==> config.mk <==
export PLATFORM = sky130hd
export DESIGN_NAME = iq_rx_deframer
export DESIGN_NICKNAME = d
export VERILOG_FILES = /design/src/rtl/iq_rx_pkg.sv /design/src/rtl/sat_counter.sv /design/src/rtl/iq_rx_deframer.sv
export SDC_FILE = /design/constraint.sdc
export NUM_CORES = 1
export LEC_CHECK = 0
export ABC_AREA = 1
export CAP_MARGIN = 20
export CORE_MARGIN = 2
export CORE_UTILIZATION = 53
export CTS_CLUSTER_SIZE = 12
export DETAILED_ROUTE_END_ITERATION = 16
export HOLD_SLACK_MARGIN = 0.06
export PLACE_DENSITY_LB_ADDON = 0.2
export SLEW_MARGIN = 20
export SYNTH_ARGS = -nofsm -noshare
export SYNTH_HDL_FRONTEND = slang
export SYNTH_SLANG_ARGS = --single-unit
==> constraint.sdc <==
create_clock -name i_sys_clk -period 2 [get_ports i_sys_clk]
set_input_delay 0.2 -clock i_sys_clk [delete_from_list [all_inputs] [get_ports i_sys_clk]]
set_output_delay 0.2 -clock i_sys_clk [all_outputs]
set_load 0.01 [all_outputs]
==> src/rtl/iq_rx_pkg.sv <==
// iq_rx_pkg: shared constants for the RX I/Q deframer.
// Frame layout, sync patterns and deframer state encoding.
package iq_rx_pkg;

   localparam logic [1:0] I_SYNC = 2'b10;
   localparam logic [1:0] Q_SYNC = 2'b01;

   localparam int PAIRS_PER_FRAME = 16;
   localparam int Q_SYNC_PAIR     = 8;

   localparam logic [3:0] LAST_PAIR   = 4'(PAIRS_PER_FRAME - 1);
   localparam logic [3:0] Q_PAIR      = 4'(Q_SYNC_PAIR);
   localparam logic [3:0] I_LAST_PAIR = 4'(Q_SYNC_PAIR - 1);

   localparam logic [1:0] ST_HUNT = 2'd0;
   localparam logic [1:0] ST_I    = 2'd1;
   localparam logic [1:0] ST_Q    = 2'd2;
   localparam logic [1:0] ST_NEXT = 2'd3;

   // Bit position of the MSB of pair idx within the 32-bit frame word.
   function automatic logic [4:0] pair_msb(input logic [3:0] idx);
      return 5'd31 - {idx, 1'b0};
   endfunction

endpackage

==> src/rtl/sat_counter.sv <==
// sat_counter: saturating up-counter with synchronous clear.
// Clear has priority over increment.
module sat_counter #(
   parameter int W = 8
) (
   input  logic         i_sys_clk,
   input  logic         i_reset,
   input  logic         inc,
   input  logic         clear,
   output logic [W-1:0] count
);

   // Count up to all-ones and stick there; clear beats increment.
   always_ff @(posedge i_sys_clk) begin
      if (i_reset || clear) begin
         count <= '0;
      end else if (inc && !(&count)) begin
         count <= count + 1'b1;
      end
   end

endmodule

==> src/rtl/iq_rx_deframer.sv <==
// iq_rx_deframer: finds I/Q frame sync in a 2-bit-per-clock stream,
// assembles 32-bit frames and pushes locked frames into the RX FIFO.
module iq_rx_deframer
   import iq_rx_pkg::*;
#(
   parameter int LOCK_FRAMES = 2,
   parameter int CNT_W       = 8
) (
   input  logic             i_sys_clk,
   input  logic             i_reset,
   input  logic             i_enable,
   input  logic [1:0]       i_ddr_data,
   output logic             o_fifo_push,
   output logic [31:0]      o_fifo_data,
   input  logic             i_fifo_full,
   output logic             o_locked,
   input  logic             i_clear_cnt,
   output logic [CNT_W-1:0] o_sync_err_cnt,
   output logic [CNT_W-1:0] o_overflow_cnt
);

   localparam int GW = $clog2(LOCK_FRAMES + 1);
   localparam logic [GW-1:0] LOCK_V = GW'(LOCK_FRAMES);

   logic [1:0]    state, state_nx;
   logic [3:0]    pair_cnt, pair_nx;
   logic [31:0]   word, word_nx;
   logic [GW-1:0] good_cnt, good_nx, good_inc;
   logic          locked_nx;
   logic          push_nx;
   logic [31:0]   data_nx;
   logic          sync_err;
   logic          ovf_inc;
   logic [4:0]    msb;

   assign msb      = pair_msb(pair_cnt);
   assign good_inc = (good_cnt == LOCK_V) ? LOCK_V : good_cnt + 1'b1;

   // Next-state, frame assembly, lock and push decisions.
   always_comb begin
      state_nx  = state;
      pair_nx   = pair_cnt;
      word_nx   = word;
      good_nx   = good_cnt;
      locked_nx = o_locked;
      push_nx   = 1'b0;
      data_nx   = o_fifo_data;
      sync_err  = 1'b0;
      ovf_inc   = 1'b0;
      if (!i_enable) begin
         state_nx  = ST_HUNT;
         pair_nx   = '0;
         good_nx   = '0;
         locked_nx = 1'b0;
      end else begin
         case (state)
            ST_HUNT: begin
               if (i_ddr_data == I_SYNC) begin
                  word_nx  = {I_SYNC, 30'd0};
                  pair_nx  = 4'd1;
                  state_nx = ST_I;
               end
            end
            ST_I: begin
               word_nx[msb -: 2] = i_ddr_data;
               pair_nx = pair_cnt + 4'd1;
               if (pair_cnt == I_LAST_PAIR) begin
                  state_nx = ST_Q;
               end
            end
            ST_Q: begin
               if (pair_cnt == Q_PAIR && i_ddr_data != Q_SYNC) begin
                  sync_err  = 1'b1;
                  locked_nx = 1'b0;
                  good_nx   = '0;
                  pair_nx   = '0;
                  state_nx  = ST_HUNT;
               end else begin
                  word_nx[msb -: 2] = i_ddr_data;
                  if (pair_cnt == LAST_PAIR) begin
                     good_nx   = good_inc;
                     locked_nx = (good_inc == LOCK_V);
                     pair_nx   = '0;
                     state_nx  = ST_NEXT;
                     if (good_inc == LOCK_V) begin
                        if (i_fifo_full) begin
                           ovf_inc = 1'b1;
                        end else begin
                           push_nx = 1'b1;
                           data_nx = word_nx;
                        end
                     end
                  end else begin
                     pair_nx = pair_cnt + 4'd1;
                  end
               end
            end
            ST_NEXT: begin
               if (i_ddr_data == I_SYNC) begin
                  word_nx  = {I_SYNC, 30'd0};
                  pair_nx  = 4'd1;
                  state_nx = ST_I;
               end else begin
                  sync_err  = 1'b1;
                  locked_nx = 1'b0;
                  good_nx   = '0;
                  pair_nx   = '0;
                  state_nx  = ST_HUNT;
               end
            end
            default: begin
               state_nx = ST_HUNT;
               pair_nx  = '0;
            end
         endcase
      end
   end

   // Register deframer state and the FIFO write port.
   always_ff @(posedge i_sys_clk) begin
      if (i_reset) begin
         state       <= ST_HUNT;
         pair_cnt    <= '0;
         word        <= '0;
         good_cnt    <= '0;
         o_locked    <= 1'b0;
         o_fifo_push <= 1'b0;
         o_fifo_data <= '0;
      end else begin
         state       <= state_nx;
         pair_cnt    <= pair_nx;
         word        <= word_nx;
         good_cnt    <= good_nx;
         o_locked    <= locked_nx;
         o_fifo_push <= push_nx;
         o_fifo_data <= data_nx;
      end
   end

   sat_counter #(.W(CNT_W)) u_sync_err_cnt (
      .i_sys_clk (i_sys_clk),
      .i_reset   (i_reset),
      .inc       (sync_err),
      .clear     (i_clear_cnt),
      .count     (o_sync_err_cnt)
   );

   sat_counter #(.W(CNT_W)) u_overflow_cnt (
      .i_sys_clk (i_sys_clk),
      .i_reset   (i_reset),
      .inc       (ovf_inc),
      .clear     (i_clear_cnt),
      .count     (o_overflow_cnt)
   );

endmodule

==> results by group <==
Route
  – Drt pass-1 iters: 5
  – Routed vias: 4127
  – Final wirelength: 10.4 mm
  – DRC: 0
  – WL per Instance: 13.5 um
  – Iteration-0 DRC Markers: 265
  – Post-DRT Antenna Nets: 0
  – Vias per std cell: 5.32

Critical path
  – Type of the worst setup path: flip-flop to flip-flop
  – Worst Path Arrival: 2070 ps
  – Crit path buf inv count: 3
  – Worst setup SP type: flip-flop
  – Worst EP required: 2260 ps
  – Crit path cell chain: inv_1 > ha_1 > inv_1 > nor2_4 > nand3_2 > and2_4 > nand2_4 > inv_12 > nand2_1 > nand2_1 > nor2_1
  – CP max FO: 37
  – Crit path max-delay cell type: dfxtp_2
  – Worst path max stage delay: 400 ps
  – Delay-heaviest family, CP: simple AND/OR/NAND/NOR gates
  – Reg2reg path depth: 11
  – Cell depth of the worst setup path: 11
  – Worst setup EP type: flip-flop

Global routing
  – First-pass GRT wire length: 17.5 mm
  – Gr usage total: 24.4%
  – Initial antenna violation count: 0
  – Vias in the first global route: 3760
  – Largest net degree at the start of global routing: 38
  – GRT overflow: 0

Floorplan
  – Die area: 0.00906 mm^2
  – Io pins: 57
  – Die H: 95.2 um
  – Area of the core: 0.00813 mm^2
  – Initial Util: 54.1%
  – # rows: 33
  – Die X: 95.2 um

Timing
  – Tcrit/Tclk final: 90.4%
  – Slew @ Worst Pin: 429 ps
  – RSZ-0062 raised after global routing: no
  – F_max: 553 MHz
  – Slew headroom: 71.1%
  – Max Slew Vio Count: 0
  – Setup TNS: 0 ps
  – Final Skew: 9.94 ps
  – Setup-failing EPs final: 0
  – Crit path time final: 1810 ps
  – Hold Fails Final Rpt: 0

Placed design
  – Routability cong.: 0.940
  – HPWL Detailed: 7.58 mm
  – IO Port Bufs: 56

Synth
  – Synth Cell Area: 0.00440 mm^2
  – Ranking of synthesized cells by area: dfxtp_1 40%, nand2_1 15%, o21ai_0 6.4%
  – Post-synth EDFFs: 0
  – Sequential fraction of the synthesis area: 40.5%
  – Distinct cells, synth: 34
  – Ys Warns: 0
  – Yosys top cell area share: 40.5%
  – Share of flip-flops with an asynchronous set or reset: 0%
  – Syn Inst Count: 609
  – Syn nets: 629
  – Main synth FF type: dfxtp_1
  – Cell taking the most area after synthesis: dfxtp_1
  – Avg Inst Size Synth: 7.23 um^2
  – Yosys reg bits: 89

Clock tree
  – Worst-path clk slew: 90 ps
  – Worst skew pair latency: 360 ps
  – CTS buffer count: 9
  – Maximum buffer depth of the clock tree: 2
  – Root buf cell: clkbuf_8
  – Hold_buf cts: 0
  – CTS tree: done
  – H-tree depth: 3
  – Post-CTS sizing: 0
  – Setup Buffers After CTS: 0
  – Sink Count: 89

Final layout
  – Antenna diodes: 0
  – Share of post-route cells with drive strength above 1: 12.5%
  – Layout area overhead: 19.1%
  – Nets: 687
  – Core Util, Final: 64.5%

Hold path
  – Hold Path Cell Cnt: 2
  – Hold Path Class: flip-flop to flip-flop

Power and ir drop
  – Leakage: 0.00194 uW
  – Total power per unit cell area: 607 mW/mm^2
  – Peak supply drop: 0.000404 V

Flow run
  – Max Cap Violations: 0

Status
  – Status: completed
## final timing paths
check               from        endpoint  slack [ps]
max reg2reg  pair_cnt[0]  o_fifo_data[7]         190
min reg2reg     word[31]        word[31]         460
min             word[31]        word[31]         460
max          pair_cnt[0]  o_fifo_data[7]         190
## power breakdown
part | internal [uW] | switching, uW | total (uW)
clock | 577 | 655 | 1230
combinational | 57.8 | 118 | 175
sequential | 1780 | 4.66 | 1780
## registers in the layout (all words and copies together), names as in the netlist
register              flops
o_fifo_data              32
word                     32
u_overflow_cnt.count      8
u_sync_err_cnt.count      8
pair_cnt                  4
state                     2
good_cnt                  1
o_fifo_push               1
o_locked                  1
## layout make-up
cell class	instances	area (um^2)
multi-input cells	456	2270
well taps	105	131
inverters	41	166
flip-flops and latches	89	1790
fillers	705	2890
clock inverters	6	68.8
clock buffers	9	124
repair buffers	70	703
## cells in the mapped netlist, types with 4 or more instances
cell type and n:
xor2_1 5, dfxtp_1 89, inv_1 35, nand3_1 30
nor2_2 30, nand4_1 9, o21ai_0 56, o21a_1 5
a21oi_1 53, inv_2 5, clkbuf_1 9, buf_4 4
nand2_1 171, nor2_1 57, ha_1 13, nand3_2 4
xnor2_1 5
## routing by layer
metal	vias up	track usage (%)	wire length, um
li1	2076	-	-
met1	1904	31.6	4700
met2	130	41.9	4970
met3	17	3.08	575
met4	0	8.45	191
met5	-	0	0
## kinds of logic (layout without fill, tap and decap cells)
logic type	Yosys count	count (layout)	share of synthesized area, %
simple gates	319	319	32.6
fa+ha+maj	13	13	3.69
compound gates	114	114	13.2
buf+inv	64	126	8.04
flops	89	89	40.5
xor+xnor	10	10	1.99
## cell usage in the layout (no fill, tap or decap), types with 2 or more instances in the layout
cell type and count:
buf_4 11, or2_1 2, dfxtp_1 86, o21a_1 5, clkdlybuf4s50_1 56, nand2_2 3
buf_12 3, nor2_2 30, nand3_2 4, clkbuf_8 9, or2_2 3, nand3_1 30
nand4_1 9, nand3b_1 2, nor2_1 57, dfxtp_2 3, o21ai_0 56, nand2_1 171
nor3_1 2, ha_1 13, clkinv_4 2, a21oi_1 53, inv_1 35, xnor2_1 5
inv_2 5, xor2_1 5
## stage by stage
stage | total power, uW | setup slack, ps | cell area, um^2 | hold slack, ps | instances
after floorplan | 1930 | 289 | 4400 | 379 | 609
after global placement | 1990 | 213 | 5050 | 433 | 761
after detailed placement | 2000 | 118 | 5050 | 445 | 761
after CTS | 3210 | 107 | 5240 | 458 | 776
after global routing | 3290 | 49.1 | 5250 | 488 | 776
final | 3190 | 193 | 5250 | 456 | 776
## worst reg2reg max path: stages, from the launching register on
cell and delay (ps):
dfxtp_2 400, inv_1 70, ha_1 220, inv_1 120, nor2_4 60, nand3_2 100, and2_4 170, nand2_4 150
inv_12 240, nand2_1 100, nand2_1 60, nor2_1 40
Note: power is estimated with default switching activity, not from simulation.
